**src/rtl/nandgame_pkg.sv**
```systemverilog
// rtl/nandgame_pkg.sv - shared state type and instruction field positions for the nandgame sequencer
package nandgame_pkg;

    typedef enum logic [2:0] {
        ST_IDLE,
        ST_FETCH,
        ST_LOAD,
        ST_EXEC,
        ST_STORE
    } state_t;

    localparam int CI     = 15;
    localparam int A_SEL  = 12;
    localparam int DST_HI = 5;
    localparam int DST_LO = 3;
    localparam int JMP_HI = 2;
    localparam int JMP_LO = 0;

    // Bit positions inside the 3-bit decoder destination field
    localparam int DST_A = 2;
    localparam int DST_D = 1;
    localparam int DST_M = 0;

    localparam logic [15:0] RESET_PC_DEFAULT = 16'h0000;

    // C-instructions that select *A as the Y operand need a data read before execute
    function automatic logic needs_load(input logic [15:0] instr);
        return instr[CI] & instr[A_SEL];
    endfunction

endpackage

```
**src/rtl/nandgame_sequencer.sv**
```systemverilog
// rtl/nandgame_sequencer.sv - multi-cycle fetch/load/execute/store control FSM owning PC, A and D
module nandgame_sequencer
    import nandgame_pkg::*;
#(
    parameter logic [15:0] RESET_PC = RESET_PC_DEFAULT
) (
    input  logic        clk,
    input  logic        rst_n,
    input  logic        run,
    output logic        imem_req,
    output logic [15:0] imem_addr,
    input  logic [15:0] imem_rdata,
    input  logic        imem_valid,
    output logic        dmem_req,
    output logic        dmem_we,
    output logic [15:0] dmem_addr,
    output logic [15:0] dmem_wdata,
    input  logic [15:0] dmem_rdata,
    input  logic        dmem_valid,
    output logic [15:0] dec_instruction,
    output logic [15:0] dec_a_reg,
    output logic [15:0] dec_d_reg,
    output logic [15:0] dec_a_mem_reg,
    input  logic [15:0] dec_out,
    input  logic        dec_jmp,
    input  logic [2:0]  dec_dst,
    output logic [15:0] pc,
    output logic        retire
);

    state_t      state_q, state_d;
    logic [15:0] pc_q;
    logic [15:0] a_q;
    logic [15:0] d_q;
    logic [15:0] ir_q;
    logic [15:0] mr_q;
    logic [15:0] st_addr_q;
    logic [15:0] st_data_q;
    logic        retire_q;
    logic        retire_d;

    always_ff @(posedge clk) begin
        if (!rst_n) begin
            state_q <= ST_IDLE;
        end else begin
            state_q <= state_d;
        end
    end

    always_comb begin
        state_d  = state_q;
        retire_d = 1'b0;
        case (state_q)
            ST_IDLE: begin
                if (run) state_d = ST_FETCH;
            end
            ST_FETCH: begin
                if (imem_valid) state_d = needs_load(imem_rdata) ? ST_LOAD : ST_EXEC;
            end
            ST_LOAD: begin
                if (dmem_valid) state_d = ST_EXEC;
            end
            ST_EXEC: begin
                if (dec_dst[DST_M]) begin
                    state_d = ST_STORE;
                end else begin
                    retire_d = 1'b1;
                    state_d  = run ? ST_FETCH : ST_IDLE;
                end
            end
            ST_STORE: begin
                if (dmem_valid) begin
                    retire_d = 1'b1;
                    state_d  = run ? ST_FETCH : ST_IDLE;
                end
            end
            default: state_d = ST_IDLE;
        endcase
    end

    // Jump target and store address both use A as it was before this instruction's commit
    always_ff @(posedge clk) begin
        if (!rst_n) begin
            pc_q      <= RESET_PC;
            a_q       <= '0;
            d_q       <= '0;
            ir_q      <= '0;
            mr_q      <= '0;
            st_addr_q <= '0;
            st_data_q <= '0;
            retire_q  <= 1'b0;
        end else begin
            retire_q <= retire_d;
            case (state_q)
                ST_FETCH: begin
                    if (imem_valid) ir_q <= imem_rdata;
                end
                ST_LOAD: begin
                    if (dmem_valid) mr_q <= dmem_rdata;
                end
                ST_EXEC: begin
                    if (dec_dst[DST_A]) a_q <= dec_out;
                    if (dec_dst[DST_D]) d_q <= dec_out;
                    pc_q <= dec_jmp ? a_q : pc_q + 16'd1;
                    if (dec_dst[DST_M]) begin
                        st_addr_q <= a_q;
                        st_data_q <= dec_out;
                    end
                end
                default: ;
            endcase
        end
    end

    assign imem_req        = (state_q == ST_FETCH);
    assign imem_addr       = pc_q;
    assign dmem_req        = (state_q == ST_LOAD) || (state_q == ST_STORE);
    assign dmem_we         = (state_q == ST_STORE);
    assign dmem_addr       = (state_q == ST_STORE) ? st_addr_q : a_q;
    assign dmem_wdata      = st_data_q;
    assign dec_instruction = ir_q;
    assign dec_a_reg       = a_q;
    assign dec_d_reg       = d_q;
    assign dec_a_mem_reg   = mr_q;
    assign pc              = pc_q;
    assign retire          = retire_q;

endmodule

```
**config.mk**
```make
export PLATFORM = sky130hd
export DESIGN_NAME = nandgame_sequencer
export DESIGN_NICKNAME = d
export VERILOG_FILES = /design/src/rtl/nandgame_pkg.sv /design/src/rtl/nandgame_sequencer.sv
export SDC_FILE = /design/constraint.sdc
export NUM_CORES = 1
export LEC_CHECK = 0
export ABC_AREA = 1
export BUFFER_PORTS_ARGS = -buffer_cell sky130_fd_sc_hd__buf_2
export CAP_MARGIN = 20
export CORE_MARGIN = 4
export CORE_UTILIZATION = 30
export CTS_BUF_LIST = sky130_fd_sc_hd__clkbuf_4 sky130_fd_sc_hd__clkbuf_8
export DETAILED_ROUTE_END_ITERATION = 8
export PLACE_DENSITY = 0.55
export RECOVER_POWER = 50
export SYNTH_ARGS = -nofsm -noshare
export SYNTH_HDL_FRONTEND = slang
export SYNTH_SLANG_ARGS = --single-unit
```
**constraint.sdc**
```tcl
create_clock -name clk -period 1.4 [get_ports clk]
set_clock_uncertainty 0.1 [all_clocks]
set_input_delay 0.21 -clock clk [delete_from_list [all_inputs] [get_ports clk]]
set_output_delay 0.21 -clock clk [all_outputs]
set_load 0.05 [all_outputs]
```
# == After elaboration in Yosys (flattened, before gate mapping) ==
# Cells that the tools add are included.
# word_totals
n_memories,0
latchBits,0
input_bits,57
word_cells,40
ramBits,0
reg_bits,116
romBits,0
out_inout_bits,132
# classes
reduce_logical,8
div,0
mul,0
order_cmp,0
shifts,0
n_mux,13
add_sub_neg,1
eq_ne,8
bitwise_logic,1
# ops
op,n
two-way mux 16 bit,2
adder 16 x 1 -> 16 bit (second input constant),1
two-way mux 3 bit,5
case mux 3 bit (5 select lines),1
AND reduction 2 bit,5
equality test 3 x 2 -> 1 bit (second input constant),2
two-way mux 1 bit,4
!= test 2 x 1 -> 1 bit (second input constant),2
!= test 2 bit (second input constant),2
AND reduction 4 bit,1
equality test 3 x 1 -> 1 bit (second input constant),1
equality test 3 bit (second input constant),1
zero test 3 bit,1
case mux 1 bit (2 select lines),1
AND 1 bit,1
logical OR 1 bit,1

# == Longest topological paths before layout ==
# logic_depth
word_depth,4
ltp_mapped,9
depth_no_buf,9

# == Worst setup path before layout ==
# No wires, ideal clock.
# synth_path
path_kind,flip-flop to output port
startpoint,register state_q[1]
endpoint,output port dmem_addr[0]
n_path_buf,1
t_required_ns,1.090
t_arrival_ns,1.890
path_slack_ns,-0.800
path_stages_with_launch,5
path_cell_list,dfxtp_1 -> inv_1 -> nand3_2 -> clkbuf_1 -> o21ai_0
# synth_between
elab_chain_cells,2
# synth_rtl
item,line,text
"start, declared",nandgame_sequencer.sv:31,"state_t state_q, state_d;"
"start signal, assigned",nandgame_sequencer.sv:46,state_q <= state_d;
equality test 3 bit,nandgame_sequencer.sv:119,assign dmem_addr = (state_q == ST_STORE) ? st_addr_q : a_q;
two-way mux 16 bit,nandgame_sequencer.sv:119,
"end, declared",nandgame_sequencer.sv:16,"output logic [15:0] dmem_addr,"
# No other way between the ends.

# == Final worst setup path ==
# layout_path
startpoint,register state_q[0]
endpoint,output port dmem_addr[10]
# The elaborated chain is that of the path after synthesis.

==> qor.csv <==
metric,value,unit
fin util,60.0,%
# setup viols final,119,
Post-Synth Adder-Cell Area,0.250,%
drt first pass iters,4,
Final min period,1810,ps
die extent in y,137,µm
Sequential Power Share,40.6,%
peak per-stage delay on the critical path,350,ps
CP Cell Sequence,"inv_4, nand3_4, buf_12, nand2_1, o21ai_4, buf_6",
routability congestion estimate,0.799,
Rel. slew slack,76.2,%
combinational power share,27.3,%
internal power,0.00590,W
die area,0.0188,mm²
final worst-path cycle share,129,%
Max VDD drop,0.575,mV
sequential-to-total area share from yosys stat,46.4,%
hold slack,86.9,ps
CTS H-tree lvls,4,
top-area cell type share of the netlist area,46.4,%
IO Count,189,
top achievable clock speed,552,MHz
largest family of logic cells by synthesized area,simple AND/OR/NAND/NOR gates,
Syn Nets,745,
Clock power frac,32.2,%
Worst-path clk slew,70,ps
Final Hold Viols,0,
Post-Syn Instances,687,
Final Instance Area,0.00967,mm²
Slew @ Worst Pin,357,ps
clock root cell,clkbuf_8,
pwr/cell area,905,mW/mm²
status,"complete, but fails checks",
Final ANT Viol Nets,0,
Worst Hold Class,in2reg,
syn avg cell area,7.28,µm²
crit end category,output port,
overall routing resource usage,20.0,%
P_leak,3.72,nW
"top cells by area, synth","dfxtp_1, a21oi_1, nand2_1",
remaining global-route overflow,0,
initial antenna violation count,1,
via/cell ratio,4.81,
DR WL/cell,16.3,µm
"area leader, netlist",dfxtp_1,
Syn Std Cell Area,0.00500,mm²
CTS Buffer Depth,2,
vias in the first global route,5384,
Compound-Gate Fraction of Synth Area,19.2,%
Final HPWL DP,12400,µm
TritonCTS Buffers,17,
fill cell count,1394,
# Max-Cap Violations,0,
Yosys cell types,28,
Ys Warns,0,
Synth Area in XOR/XNOR,0,%
WL final,19700,µm
die width,137,µm
CP Launch Type,flop,
Iter 0 DRT Violations,288,
failing checks,negative setup slack,
post-synthesis mux area share,0,%
pins over their slew limit,0,
DP Area,0.00661,mm²
flop2flop setup slack,-330,ps
first-pass GRT wire length,29100,µm
Vias,5796,
Clock Latency Late Sink,440,ps
total negative slack,-30220,ps
Post-route DRC,0,
# diodes,0,
sw frac,32.6,%
Synth Register Bits,116,
slowest CP cell,dfxtp_2,
area share of and/or/nand/nor cells after synthesis,23.2,%
starting density of the core,31.0,%
CTS tree,yes,
synthesis-to-layout area growth,93.3,%
FP Rows,46,
Clock Sinks,116,
share of layout cells above drive strength 1,54.3,%
crit-path max FO,15,
largest net degree at the start of global routing,61,
RSZ-0062 raised after global routing,yes,
Setup Crit Path Kind,reg2out,
"Data required, critical path",1090,ps
total power,0.00875,W
NetSw,0.00285,W
# port buffers,188,
Crit path arrival time,1500,ps
final setup slack of the worst path,-412,ps
Core ar.,0.0161,mm²
Nets,1037,
[cell usage in the layout, fill, tap and decap left out, types with 9 or more instances in the layout]
cell,n
dfxtp_1,82
nand2_1,93
clkbuf_8,22
buf_2,79
nor2_1,45
buf_4,63
dlygate4sd3_1,51
buf_6,58
nand3_4,13
buf_12,15
inv_1,45
nand2_2,36
clkbuf_4,31
a21oi_1,52
a21oi_2,54
o21ai_2,25
o21ai_1,15
o21ai_4,27
nand3_1,50
nand3_2,9
dfxtp_2,29
buf_8,23
[Yosys cell counts (all sizes together)]
cell type / number
nand4: 3
clkbuf: 20
nor2: 50
a221oi: 1
o21ai: 73
buf: 39
o31ai: 3
inv: 53
nand3: 72
ha: 1
nor3: 2
a21oi: 108
dfxtp: 116
nand3b: 1
o22ai: 3
nand2: 140
a31oi: 1
nor3b: 1
[per-stage QoR]
step,std cells,worst slack (ps)
after global placement,1078,-33.9
after floorplan,687,-7.13
after global routing,1206,-501
final,1206,-412
after detailed placement,1078,-72.1
after CTS,1178,-432
[final timing paths]
check | start | end | cells after the start
worst min-delay path | run | state_q[0] | 5
worst max-delay path | state_q[0] | dmem_addr[10] | 6
worst min register to register | dec_a_mem_reg[0] | dec_a_mem_reg[0] | 2
worst max register to register | state_q[2] | dec_a_reg[13] | 10
[cell families (layout without fill, tap and decap cells)]
| family | Yosys count | count (layout) |
|---|---|---|
| and+or+nand+nor | 269 | 271 |
| AOI/OAI and AO/OA | 189 | 189 |
| DFF | 116 | 116 |
| buffers and inverters | 112 | 413 |
| adders and majority gates | 1 | 1 |
[routing by layer]
metal / vias up / global-route usage [%] / part of all wire, %
met5: - / 0 / 0.066
met4: 2 / 7.43 / 1.8
met3: 30 / 5.04 / 5.4
met2: 158 / 30.8 / 49
met1: 2738 / 26.9 / 44
li1: 2868 / - / -
[worst max-delay path, delay by kind of cell, from the launching register on]
family          cells  cell delay (ps)
simple gates        2              230
buf+inv             3              400
compound gates      1               70
flops               1              350
[final cells by class]
cell class	count	area (µm²)	area share, %
flip-flops and latches	116	2380	24.6
repair buffers	329	3200	33.1
well taps	216	270	2.80
repair inverters	1	11.3	0.116
clock inverters	4	21.3	0.220
clock buffers	26	333	3.44
multi-input cells	461	3230	33.4
inverters	53	229	2.37
[power groups by stage]
| stage | sequential (W) | combinational [W] | clock, W |
|---|---|---|---|
| final | 0.00355 | 0.00238 | 0.00281 |
| after CTS | 0.00353 | 0.00209 | 0.00289 |
| after detailed placement | 0.00359 | 0.00163 | 0 |
| after global routing | 0.00357 | 0.00252 | 0.00308 |
| after floorplan | 0.00401 | 0.000678 | 0 |
| after global placement | 0.00359 | 0.00162 | 0 |
[what timing repair did]
item                                   CTS  global route
endpoints found under the hold margin   78             0
setup endpoints to repair              129           201
setup buffers                           10            23
cloned                                   9             8
pin swaps                               34            57
hold buffers                            51             0
gates resized for setup                250           263
Power figures use the tool's default switching activity.
